<file path="src/rtl/alu_resp.sv">
// alu_resp: registered ALU responder with valid/ready on both sides.
// Requests are evaluated combinationally and the result is pushed into a
// small result FIFO. The consumer pops results from the FIFO head.
// Optional feature macro: ALU_RESP_FLAGS_EN (carry/zero storage and outputs).
// Without the macro, carry and zero are tied low and no flag storage exists.
module alu_resp #(
  parameter int WIDTH = 4,
  parameter int DEPTH = 2
) (
  input  logic             clk,
  input  logic             rst,
  input  logic             req_valid,
  output logic             req_ready,
  input  logic [WIDTH-1:0] op1,
  input  logic [WIDTH-1:0] op2,
  input  logic [1:0]       opcode,
  output logic             rsp_valid,
  input  logic             rsp_ready,
  output logic [WIDTH-1:0] y,
  output logic             carry,
  output logic             zero,
  output logic [7:0]       txn_cnt
);

  localparam int PTR_W = $clog2(DEPTH);
  localparam int CNT_W = PTR_W + 1;
  localparam logic [CNT_W-1:0] CNT_FULL = CNT_W'(DEPTH);
  localparam logic [CNT_W-1:0] CNT_ONE  = CNT_W'(1);

  typedef enum logic [1:0] {
    S_EMPTY,
    S_PARTIAL,
    S_FULL
  } occ_e;

  occ_e             state_q, state_d;
  logic [CNT_W-1:0] count_q, count_d;
  logic [PTR_W-1:0] wr_ptr_q, wr_ptr_d;
  logic [PTR_W-1:0] rd_ptr_q, rd_ptr_d;
  logic [7:0]       txn_cnt_q, txn_cnt_d;

  logic [WIDTH-1:0] y_mem_q [DEPTH];
  logic [WIDTH-1:0] y_mem_d [DEPTH];

  logic             push;
  logic             pop;
  logic [WIDTH-1:0] alu_y;

`ifdef ALU_RESP_FLAGS_EN
  logic             alu_carry;
  logic             alu_zero;
  logic [DEPTH-1:0] carry_mem_q, carry_mem_d;
  logic [DEPTH-1:0] zero_mem_q, zero_mem_d;
`endif

  // ALU: evaluate the current request; only used when the request is accepted
  always_comb begin
    alu_y = '0;
`ifdef ALU_RESP_FLAGS_EN
    alu_carry = 1'b0;
`endif
    case (opcode)
      2'b00: begin
`ifdef ALU_RESP_FLAGS_EN
        {alu_carry, alu_y} = {1'b0, op1} + {1'b0, op2};
`else
        alu_y = op1 + op2;
`endif
      end
      2'b01: begin
`ifdef ALU_RESP_FLAGS_EN
        // the extra top bit of the widened difference is the unsigned borrow
        {alu_carry, alu_y} = {1'b0, op1} - {1'b0, op2};
`else
        alu_y = op1 - op2;
`endif
      end
      2'b10:   alu_y = op1 & op2;
      default: alu_y = op1 ^ op2;
    endcase
`ifdef ALU_RESP_FLAGS_EN
    alu_zero = (alu_y == '0);
`endif
  end

  // handshakes: req_ready looks only at registered state plus reset, so no
  // path exists from rsp_ready back to req_ready
  assign req_ready = (state_q != S_FULL) && !rst;
  assign rsp_valid = (state_q != S_EMPTY);
  assign push      = req_valid && req_ready;
  assign pop       = rsp_valid && rsp_ready;
  assign txn_cnt   = txn_cnt_q;

  // next-state logic for occupancy FSM, pointers, count and transaction counter
  always_comb begin
    state_d   = state_q;
    count_d   = count_q;
    wr_ptr_d  = wr_ptr_q;
    rd_ptr_d  = rd_ptr_q;
    txn_cnt_d = txn_cnt_q;

    if (push) begin
      wr_ptr_d = wr_ptr_q + PTR_W'(1);
    end
    if (pop) begin
      rd_ptr_d  = rd_ptr_q + PTR_W'(1);
      txn_cnt_d = txn_cnt_q + 8'd1;
    end

    case ({push, pop})
      2'b10:   count_d = count_q + CNT_ONE;
      2'b01:   count_d = count_q - CNT_ONE;
      default: count_d = count_q;
    endcase

    case (state_q)
      S_EMPTY: begin
        if (push) begin
          state_d = S_PARTIAL;
        end
      end
      S_PARTIAL: begin
        if (push && !pop && (count_q == CNT_FULL - CNT_ONE)) begin
          state_d = S_FULL;
        end else if (pop && !push && (count_q == CNT_ONE)) begin
          state_d = S_EMPTY;
        end
      end
      S_FULL: begin
        if (pop) begin
          state_d = S_PARTIAL;
        end
      end
      default: state_d = S_EMPTY;
    endcase
  end

  // control registers with synchronous reset; reset drops any same-cycle push/pop
  always_ff @(posedge clk) begin
    if (rst) begin
      state_q   <= S_EMPTY;
      count_q   <= '0;
      wr_ptr_q  <= '0;
      rd_ptr_q  <= '0;
      txn_cnt_q <= '0;
    end else begin
      state_q   <= state_d;
      count_q   <= count_d;
      wr_ptr_q  <= wr_ptr_d;
      rd_ptr_q  <= rd_ptr_d;
      txn_cnt_q <= txn_cnt_d;
    end
  end

  // storage write: the tail entry takes the ALU result when a request is accepted
  always_comb begin
    y_mem_d = y_mem_q;
`ifdef ALU_RESP_FLAGS_EN
    carry_mem_d = carry_mem_q;
    zero_mem_d  = zero_mem_q;
`endif
    if (push) begin
      y_mem_d[wr_ptr_q] = alu_y;
`ifdef ALU_RESP_FLAGS_EN
      carry_mem_d[wr_ptr_q] = alu_carry;
      zero_mem_d[wr_ptr_q]  = alu_zero;
`endif
    end
  end

  // storage registers need no reset: stale entries are masked while empty
  always_ff @(posedge clk) begin
    y_mem_q <= y_mem_d;
`ifdef ALU_RESP_FLAGS_EN
    carry_mem_q <= carry_mem_d;
    zero_mem_q  <= zero_mem_d;
`endif
  end

  // outputs show the FIFO head, forced to zero when nothing is queued
  always_comb begin
    y     = '0;
    carry = 1'b0;
    zero  = 1'b0;
    if (rsp_valid) begin
      y = y_mem_q[rd_ptr_q];
`ifdef ALU_RESP_FLAGS_EN
      carry = carry_mem_q[rd_ptr_q];
      zero  = zero_mem_q[rd_ptr_q];
`endif
    end
  end

endmodule

</file>
<file path="config.mk">
export PLATFORM = sky130hd
export DESIGN_NAME = alu_resp
export DESIGN_NICKNAME = d
export VERILOG_FILES = /design/src/rtl/alu_resp.sv
export SDC_FILE = /design/constraint.sdc
export NUM_CORES = 1
export LEC_CHECK = 0
export CAP_MARGIN = 20
export CORE_MARGIN = 3
export CORE_UTILIZATION = 49
export CTS_CLUSTER_SIZE = 10
export DETAILED_ROUTE_END_ITERATION = 7
export HOLD_SLACK_MARGIN = 0.08
export PLACE_DENSITY = 0.76
export SLEW_MARGIN = 25
export SYNTH_ARGS = -nofsm -noshare
export SYNTH_HDL_FRONTEND = slang
export SYNTH_SLANG_ARGS = --single-unit
</file>
<file path="constraint.sdc">
create_clock -name clk -period 3.18 [get_ports clk]
set_clock_uncertainty 0.05 [all_clocks]
set_input_delay 0.795 -clock clk [delete_from_list [all_inputs] [get_ports clk]]
set_output_delay 0.795 -clock clk [all_outputs]
set_load 0.005 [all_outputs]
</file>
Word level (Yosys, flattened, before mapping)
Cells that the tools add are included.
{ "totals": {"input_bits": 14, "out_inout_bits": 16, "elab_cells": 62, "register_bits": 22} }
{ "classes": {"bitwise_logic": 4, "eq_ne": 11, "magnitude_cmp": 3, "mux": 14, "reduce_logical": 16, "addsub": 7} }
{ "op_table": {"columns": ["op", "count"], "rows": [
  ["$mux 4", 5],
  ["$pmux 4 s3", 1],
  ["$add 8x1->8 const B", 1],
  ["$bwmux 8", 1],
  ["$eq 2x1->1 const B", 4],
  ["$logic_and 1x1->1", 8],
  ["$mux 2", 4],
  ["$eq 2x2->1 const B", 3],
  ["$ne 2x2->1 const B", 3],
  ["$pmux 2 s3", 1],
  ["$add 4x4->4", 1],
  ["$and 4x4->4", 1],
  ["$demux 4 s1", 1],
  ["$ge 2x2->1 const B", 2],
  ["$logic_not 2->1", 2],
  ["$not 1->2", 2],
  ["$pmux 2 s2", 1],
  ["$reduce_bool 2->1", 2],
  ["$sub 4x4->4", 1],
  ["$xor 4x4->4", 1],
  ["$logic_not 1->1", 3],
  ["$ne 3x3->1 const B", 1],
  ["$reduce_and 3->1", 1],
  ["$add 1x1->1 const B", 2],
  ["other kinds (3)", 3]
]} }

Depth between registers and ports, before layout
Gate-level depths: netlist of the first run.
{ "depth": {"depth_word": 9, "mapped_depth": 9, "mapped_depth_nobuf": 9} }

Least setup slack after synthesis of the first run
No wires, ideal clock.
{ "synth_path": {"path_kind": "in2reg", "startpoint": "in opcode[0]", "endpoint": "reg y_mem_q[3] in the netlist's numbering, data pin", "path_buffers": 0, "setup_slack_ps": 628, "t_required_ps": 2989, "setup_ps": 141, "t_arrival_ps": 2361, "stages": 8, "path_cell_list": "nor2b_1 -> mux2_2 -> inv_1 -> ha_1 -> nor2b_1 -> o21a_1 -> a2111oi_0 -> nand3b_1"} }
{ "synth_between": {"elab_chain_cells": 3, "elab_cells_between_ends": 5, "cone_classes": "eq/ne: 2; mux: 2; reduce/logical: 1"} }
{ "synth_rtl": {"columns": ["item", "line", "source"], "rows": [
  ["from (decl)", "16", "input logic [1:0] opcode,"],
  ["$eq 2x2->1, or another cell as far along", "62", "case (opcode)"],
  ["$pmux 4 s3 *", "62", null],
  ["named net alu_y[3]", "47", "logic [WIDTH-1:0] alu_y;"],
  ["$bwmux 8 *", "163", "y_mem_d[wr_ptr_q] = alu_y;"],
  ["to (signal assigned)", "173", "y_mem_q <= y_mem_d;"],
  ["to (decl)", "42", "logic [WIDTH-1:0] y_mem_q [DEPTH];"]
]} }
Mark *: on every way through the listed nets, which the timed path passes. The rest lies on a longest branch.
A chain may end at the register's enable or synchronous reset.

Worst setup path in the final report of the first run
{ "layout_path": {"startpoint": "in op2[0]", "endpoint": "reg y_mem_q[7] in the netlist's numbering, data pin"} }
{ "layout_between": {"elab_chain_cells": 3, "elab_cells_between_ends": 4, "cone_classes": "add/sub: 2; mux: 2"} }
{ "layout_rtl": {"columns": ["item", "line", "source"], "rows": [
  ["from (decl)", "15", "input logic [WIDTH-1:0] op2,"],
  ["$sub 4x4->4 / $add 4x4->4 (equally long branches)", "75, 67", null],
  ["$pmux 4 s3 *", "62", null],
  ["named net alu_y[3]", "47", null],
  ["$bwmux 8 *", "163", null]
]} }
Marked as above.

==> qor.log, run 1 <==
INFO  outcome        outcome=finished, final reports clean
INFO  clock_network  cts_resized=0
INFO  final_layout   fillerInstances=182
INFO  synth          seq_area_frac_synth=40.9%
INFO  worst_setup_path critPathKind=input port to flop
INFO  synth          postSynthRegisterBits=22
INFO  floorplanning  rows=17
INFO  clock_network  worst_skew_pair.late_latency=310ps
INFO  drt            routed_wire_length_per_instance=12.3um
INFO  worst_setup_path worstReg2RegEnd=state_q[0]
INFO  power_and_ir_drop power_density=403nW/um2
INFO  worst_setup_path path_depth=10
INFO  floorplanning  die_w=57.0um
INFO  worst_setup_path crit_path_end_kind=flop
INFO  power_and_ir_drop power_leakage=0.678nW
INFO  power_and_ir_drop irDropWorstVdd=0.325mV
INFO  sta            setup_repair_after_global_routing_missed_its_margin=no
INFO  worst_setup_path critical_path_arrival=3010ps
INFO  grt            grt_max_degree=15
INFO  clock_network  clock_tree.root_cell=sky130_fd_sc_hd__clkbuf_4
INFO  worst_setup_path r2r_cells=7
INFO  grt            grt_first_pass_wirelength=4.24mm
INFO  sta            hold_violations=0
INFO  clock_network  holdBufCountCts=0
INFO  clock_network  cts_tree=yes
INFO  clock_network  cts.clk_slew.worst_paths=120ps
INFO  clock_network  cts.sink_count=22
INFO  synth          yosys-mux-area-fraction=4.81%
INFO  worst_setup_path critPathRequiredTime=3310ps
INFO  floorplanning  area_of_the_die=3250um2
INFO  synth          syn_area_per_cell=9.37um2
INFO  worst_setup_path critical_path.top_delay_family=buffers and inverters
INFO  worst_setup_path cp-startpoint=op2[0]
INFO  synth          synthAdderAreaFrac=13.4%
INFO  drt            drc=0
INFO  placement      dp_hpwl=1.99mm
INFO  sta            slew_viol_final=0
INFO  final_layout   area.growth.synth_to_final=30.7%
INFO  final_layout   n_antenna_cell=0
INFO  final_layout   drive_above_1_share=8.19%
INFO  worst_setup_path cp_slowest_stage_delay=470ps
INFO  job            maxCapViolCount=0
INFO  final_layout   nNetsFinal=199
INFO  worst_setup_path crit_path_cell_trace=clkdlybuf4s50_1 > inv_1 > ha_1 > mux2_2 > inv_1 > ha_1 > nor2b_1 > o21a_1 > a2111oi_0 > nand3b_1
INFO  placement      port_buffers=27
INFO  sta            setup_violations=0
INFO  synth          yosys_warning_total=0
INFO  drt            vias_per_cell=5.34
INFO  synth          ys_types=35
INFO  synth          postSynthCellCount=136
INFO  final_layout   final_cells=199
INFO  drt            route.vias.total=1063
INFO  grt            groute.usage.overall=16.5%
INFO  floorplanning  initial_core_util=54.4%
INFO  floorplanning  die_h=57.0um
INFO  worst_setup_path worst_path_max_delay_cell=sky130_fd_sc_hd__clkdlybuf4s50_1
INFO  synth          syn-cell-area=1270um2
INFO  worst_setup_path cp_num_buf_inv=3
INFO  drt            postRouteAntennaNets=0
INFO  clock_network  clock_path_buffers=2
INFO  floorplanning  placeableCoreArea=2340um2
INFO  worst_hold_path timing.hold.worst.class=flop to flop
INFO  worst_setup_path path_max_fanout=2
INFO  placement      gp_routability_congestion=0.807
INFO  placement      numPlacedInstances=195
INFO  power_and_ir_drop report.power.total=0.671mW
INFO  sta            period_minus_slack=2880ps
INFO  worst_setup_path worst_setup_path_endpoint=y_mem_q[7]
INFO  clock_network  cts_htree_levels=1
INFO  drt            wl=2.44mm
INFO  drt            iteration_0_drc_count_of_the_detailed_router=8
INFO  floorplanning  io_pins=30
INFO  synth          synth_simple_gate_area_share=18.0%
INFO  grt            grt_pass1_vias=1006
INFO  clock_network  postCtsSetupRepairBufs=0
INFO  sta            share_of_the_clock_period_used_by_the_worst_path=90.6%
INFO  worst_setup_path regToRegSetupSlack=1390ps
INFO  drt            drt_pass_1_iters=4
INFO  clock_network  cts_inserted_buffers=3
INFO  synth          synth-compound-area-share=8.74%
INFO  sta            fmax=0.347GHz
INFO  grt            remaining_global_route_overflow=0
INFO  grt            antenna_found_initial=0
INFO  worst_setup_path critPathLaunchType=input port
INFO  synth          fraction_of_synthesized_cell_area_in_xor_and_xnor_cells=8.94%
INFO  synth          synth_top_family_by_area=simple AND/OR/NAND/NOR gates
INFO  worst_setup_path reg2reg_from=state_q[1]
-- sequential cells by signal (all words and copies together), names as in the netlist --
| signal | count |
|---|---|
| rd_ptr_q | 1 |
| state_q | 2 |
| y_mem_q | 8 |
| count_q | 2 |
| txn_cnt | 8 |
| wr_ptr_q | 1 |
-- cells by family (layout without fill, tap and decap cells) --
group,Yosys count,in the layout
xor+xnor,13,13
flops,22,22
other cells,1,2
simple gates,48,48
buf+inv,15,49
compound gates,18,18
mux,6,6
fa+ha+maj,13,13
-- cell usage after synthesis --
cell type                    n  share of area, %
sky130_fd_sc_hd__o21ai_1     1              0.39
sky130_fd_sc_hd__inv_1      10               2.9
sky130_fd_sc_hd__a211oi_1    1              0.59
sky130_fd_sc_hd__or2b_2      1              0.69
sky130_fd_sc_hd__edfxtp_1    8                19
sky130_fd_sc_hd__nand4_1     3               1.5
sky130_fd_sc_hd__and2_1      1              0.49
sky130_fd_sc_hd__fa_1        1               1.6
sky130_fd_sc_hd__a2bb2oi_1   1              0.69
sky130_fd_sc_hd__o211ai_1    2               1.2
sky130_fd_sc_hd__o21a_1      1              0.59
sky130_fd_sc_hd__o2111ai_1   1              0.69
sky130_fd_sc_hd__a21oi_1     7               2.8
sky130_fd_sc_hd__buf_4       2               1.2
sky130_fd_sc_hd__and3_1      1              0.49
sky130_fd_sc_hd__nand2_1     5               1.5
sky130_fd_sc_hd__clkbuf_1    2              0.59
sky130_fd_sc_hd__or3_1       2              0.98
sky130_fd_sc_hd__nor2b_1     3               1.5
sky130_fd_sc_hd__nand3b_1    1              0.59
sky130_fd_sc_hd__ha_1       12                12
sky130_fd_sc_hd__clkinv_1    1              0.29
sky130_fd_sc_hd__or2b_1      1              0.59
sky130_fd_sc_hd__mux2_2      1              0.88
sky130_fd_sc_hd__dfxtp_1    14                22
sky130_fd_sc_hd__xor2_1      5               3.4
sky130_fd_sc_hd__nor2_1     24               7.1
sky130_fd_sc_hd__a2111oi_0   1              0.69
sky130_fd_sc_hd__o21ai_0     3               1.2
sky130_fd_sc_hd__conb_1      1              0.29
sky130_fd_sc_hd__nand3_1     2              0.79
sky130_fd_sc_hd__mux2i_1     5               3.9
sky130_fd_sc_hd__xnor2_1     8               5.5
sky130_fd_sc_hd__and2b_2     1              0.69
sky130_fd_sc_hd__nor3_1      3               1.2
-- report_power, final --
part	leakage (nW)	total [mW]	internal (mW)	switching (mW)
registers	0.188	0.319	0.309	0.0103
clock network	0.0279	0.213	0.127	0.0851
logic	0.463	0.139	0.0755	0.0639
-- layout by cell type (no fill, tap or decap), types with 2 or more instances in the layout --
master                            netlist  final
sky130_fd_sc_hd__a21oi_1                7      7
sky130_fd_sc_hd__buf_4                  2      7
sky130_fd_sc_hd__clkbuf_4               0      3
sky130_fd_sc_hd__clkdlybuf4s50_1        0     27
sky130_fd_sc_hd__conb_1                 1      2
sky130_fd_sc_hd__dfxtp_1               14     14
sky130_fd_sc_hd__edfxtp_1               8      8
sky130_fd_sc_hd__ha_1                  12     12
sky130_fd_sc_hd__inv_1                 10     10
sky130_fd_sc_hd__mux2i_1                5      5
sky130_fd_sc_hd__nand2_1                5      5
sky130_fd_sc_hd__nand3_1                2      2
sky130_fd_sc_hd__nand4_1                3      3
sky130_fd_sc_hd__nor2_1                24     24
sky130_fd_sc_hd__nor2b_1                3      3
sky130_fd_sc_hd__nor3_1                 3      3
sky130_fd_sc_hd__o211ai_1               2      2
sky130_fd_sc_hd__o21ai_0                3      3
sky130_fd_sc_hd__or3_1                  2      2
sky130_fd_sc_hd__xnor2_1                8      8
sky130_fd_sc_hd__xor2_1                 5      5
-- tightest hold or removal path, stage by stage, from the launching register on --
cell and delay (ps):
sky130_fd_sc_hd__dfxtp_1 350, sky130_fd_sc_hd__a21oi_1 60, sky130_fd_sc_hd__nor2_1 70
-- metal layers --
| layer | global-route usage [%] | up-vias | wire length, um |
|---|---|---|---|
| li1 | - | 534 | - |
| met1 | 19.9 | 489 | 1050 |
| met2 | 27.7 | 29 | 1170 |
| met3 | 3.62 | 11 | 128 |
| met4 | 7.62 | 0 | 91 |
| met5 | 0 | - | 0 |
-- worst min-delay path by stage --
stage / startpoint / to / slack (ps) / cells after the start
2_1_floorplan: count_q[1] / count_q[1] / 400 / 2
3_3_place_gp: count_q[1] / count_q[1] / 410 / 2
3_5_place_dp: count_q[1] / count_q[1] / 440 / 2
4_1_cts: txn_cnt[1] / txn_cnt[1] / 460 / 2
5_1_grt: txn_cnt[1] / txn_cnt[1] / 500 / 2
6_report: count_q[1] / count_q[1] / 460 / 2
-- stage by stage --
stage                     hold slack [ps]  area, um2  worst slack [ps]  TNS (ps)  util (%)
after floorplan                       404       1280               628         0         -
after global placement                415       1610              71.5         0      68.9
after detailed placement              437       1610             -11.3     -22.7      68.9
after CTS                             465       1670               303         0      71.2
after global routing                  497       1670               157         0      71.2
final                                 457       1670               297         0      71.2
-- final cells by class --
cell class	count	area, um2	share of cell area [%]
multi-input combinational	100	693	41.6
sequential	22	520	31.3
timing repair buffer	34	323	19.4
inverter	11	41.3	2.48
tap	28	35.0	2.10
clock inverter	1	30.0	1.80
clock buffer	3	22.5	1.35
Note: power is estimated with default switching activity, not from simulation.
==> run 2, diff against run 1 <==
--- a/config.mk
+++ b/config.mk
@@ -7,11 +7,11 @@
 export LEC_CHECK = 0
 export CAP_MARGIN = 20
 export CORE_MARGIN = 3
-export CORE_UTILIZATION = 49
+export CORE_UTILIZATION = 44
 export CTS_CLUSTER_SIZE = 10
 export DETAILED_ROUTE_END_ITERATION = 7
 export HOLD_SLACK_MARGIN = 0.08
-export PLACE_DENSITY = 0.76
+export PLACE_DENSITY = 0.72
 export SLEW_MARGIN = 25
 export SYNTH_ARGS = -nofsm -noshare
 export SYNTH_HDL_FRONTEND = slang
==> constraint.sdc (replaced) <==
create_clock -name clk -period 2.6 [get_ports clk]
set_clock_uncertainty 0.05 [all_clocks]
set_input_delay 0.65 -clock clk [delete_from_list [all_inputs] [get_ports clk]]
set_output_delay 0.65 -clock clk [all_outputs]
set_load 0.005 [all_outputs]
==> run 2 against run 1 <==
  * Combinational power up 32%
  * Worst setup slack worse by 160 ps
  * Die area up 10%
  * Global-route usage down 0.57 points
  * Hold slack better by 2.9 ps
  * Flip-flop and latch count unchanged
  * Non-clock buffer count up 2
  * Utilization down 6.5 points
  * Design area up 1.5%
  * Final cell count up 2.0%
  * Via count down 2.5%
  * Sequential share of layout area down 0.46 points
==> qor.log, run 2 (same netlist as run 1, synthesis figures left out) <==
INFO  outcome        outcome=finished, final reports clean
INFO  clock_network  cts.sink_count=22
INFO  worst_setup_path r2r_cells=7
INFO  final_layout   n_antenna_cell=0
INFO  placement      post_dp_cell_area=1630um2
INFO  final_layout   layout.cells.most_common=sky130_fd_sc_hd__nor2_1
INFO  sta            hold_violations=0
INFO  final_layout   area.growth.synth_to_final=32.7%
INFO  power_and_ir_drop power_density=438nW/um2
INFO  floorplanning  io_pins=30
INFO  floorplanning  initial_core_util=48.8%
INFO  grt            grt_max_degree=15
INFO  worst_setup_path worst_setup_path_endpoint=req_ready
INFO  worst_setup_path cp-startpoint=rst
INFO  clock_network  cts.clk_slew.worst_paths=120ps
INFO  worst_setup_path critPathLaunchType=input port
INFO  worst_setup_path critPathKind=input port to primary output
INFO  placement      gp_routability_congestion=0.864
INFO  drt            drt_pass_1_iters=4
INFO  worst_setup_path critical_path_arrival=1760ps
INFO  worst_setup_path reg2reg_from=state_q[0]
INFO  clock_network  cts_inserted_buffers=3
INFO  clock_network  cts_tree=yes
INFO  placement      numPlacedInstances=199
INFO  drt            wl=2.50mm
INFO  clock_network  cts_htree_levels=1
INFO  worst_setup_path worstReg2RegEnd=state_q[0]
INFO  sta            slew_viol_final=0
INFO  sta            setup_violations=0
INFO  worst_setup_path path_max_fanout=2
INFO  clock_network  postCtsSetupRepairBufs=0
INFO  drt            vias_per_cell=5.10
INFO  worst_setup_path crit_path_end_kind=primary output
INFO  job            maxCapViolCount=0
INFO  power_and_ir_drop power_leakage=0.722nW
INFO  sta            setup_repair_after_global_routing_missed_its_margin=no
INFO  worst_hold_path timing.hold.worst.class=flop to flop
INFO  final_layout   fillerInstances=240
INFO  sta            period_minus_slack=2460ps
INFO  drt            routed_wire_length_per_instance=12.3um
INFO  grt            groute.usage.overall=15.9%
INFO  final_layout   final_util=64.7%
INFO  grt            remaining_global_route_overflow=0
INFO  clock_network  clock_path_buffers=2
INFO  drt            postRouteAntennaNets=0
INFO  final_layout   nNetsFinal=201
INFO  floorplanning  area_of_the_die=3580um2
INFO  drt            iteration_0_drc_count_of_the_detailed_router=35
INFO  worst_setup_path critPathRequiredTime=1900ps
INFO  floorplanning  die_h=59.8um
INFO  grt            grt_first_pass_wirelength=4.19mm
INFO  placement      port_buffers=27
INFO  clock_network  worst_skew_pair.late_latency=320ps
INFO  floorplanning  rows=18
INFO  final_layout   final_cells=203
INFO  sta            share_of_the_clock_period_used_by_the_worst_path=94.8%
INFO  grt            antenna_found_initial=0
INFO  clock_network  holdBufCountCts=0
INFO  placement      dp_hpwl=1.94mm
INFO  final_layout   drive_above_1_share=10.4%
INFO  floorplanning  die_w=59.8um
INFO  drt            route.vias.total=1036
INFO  worst_setup_path regToRegSetupSlack=880ps
INFO  sta            fmax=0.406GHz
INFO  clock_network  clock_tree.root_cell=sky130_fd_sc_hd__clkbuf_4
INFO  floorplanning  placeableCoreArea=2610um2
INFO  power_and_ir_drop irDropWorstVdd=0.261mV
INFO  grt            grt_pass1_vias=977
INFO  final_layout   layout.cell_area.non_filler=1690um2
INFO  drt            drc=0
INFO  final_layout   mostFrequentLayoutCells=sky130_fd_sc_hd__nor2_1, sky130_fd_sc_hd__clkdlybuf4s50_1, sky130_fd_sc_hd__dfxtp_1
[run 2: area by class of cell]
cell class              count  area (um2)  area share (%)
inverters                  11        41.3            2.44
repair buffers             36         348            20.6
flip-flops and latches     22         520            30.8
multi-input cells         100         717            42.4
clock buffers               4        26.3            1.55
well taps                  30        37.5            2.22
[run 2: per-stage QoR]
| stage | setup TNS, ps | setup WS [ps] | hold slack (ps) | power [mW] |
|---|---|---|---|---|
| after detailed placement | -1770 | -428 | 439 | 0.574 |
| after CTS | 0 | 2.58 | 462 | 0.740 |
| after global placement | -1440 | -339 | 417 | 0.568 |
| after floorplan | 0 | 193 | 404 | 0.496 |
| after global routing | 0 | 92.9 | 506 | 0.784 |
| final | 0 | 136 | 460 | 0.740 |
[run 2: report_power, final]
group | internal [mW] | switching [mW]
Clock | 0.0601 | 0.105
Combinational | 0.100 | 0.0840
Sequential | 0.378 | 0.0117
[run 2: worst min path at each step]
| stage | from | cells past startpoint | to |
|---|---|---|---|
| after detailed placement | count_q[1] | 2 | count_q[1] |
| after global routing | count_q[1] | 2 | count_q[1] |
| after global placement | count_q[1] | 2 | count_q[1] |
| final | count_q[1] | 2 | count_q[1] |
| after floorplan | count_q[1] | 2 | count_q[1] |
| after CTS | txn_cnt[1] | 2 | txn_cnt[1] |
[run 2: worst max-delay path, cell delays in order]
cell and delay [ps]:
sky130_fd_sc_hd__clkdlybuf4s50_1 450, sky130_fd_sc_hd__nor2_1 150, sky130_fd_sc_hd__clkdlybuf4s50_1 510
[run 2: per-layer routing]
metal  up-vias  wire length (um)  track usage (%)
met5         -                 0                0
met4         0                90             9.49
met3         9               117             2.59
met2        32              1180             27.6
met1       461              1120             18.0
li1        534                 -                -
[run 2: repair_timing]
action,in CTS,in global routing
pin swaps,2,3
setup endpoints to repair,2,4
gates resized for setup,2,8
endpoints found under the hold margin,0,0
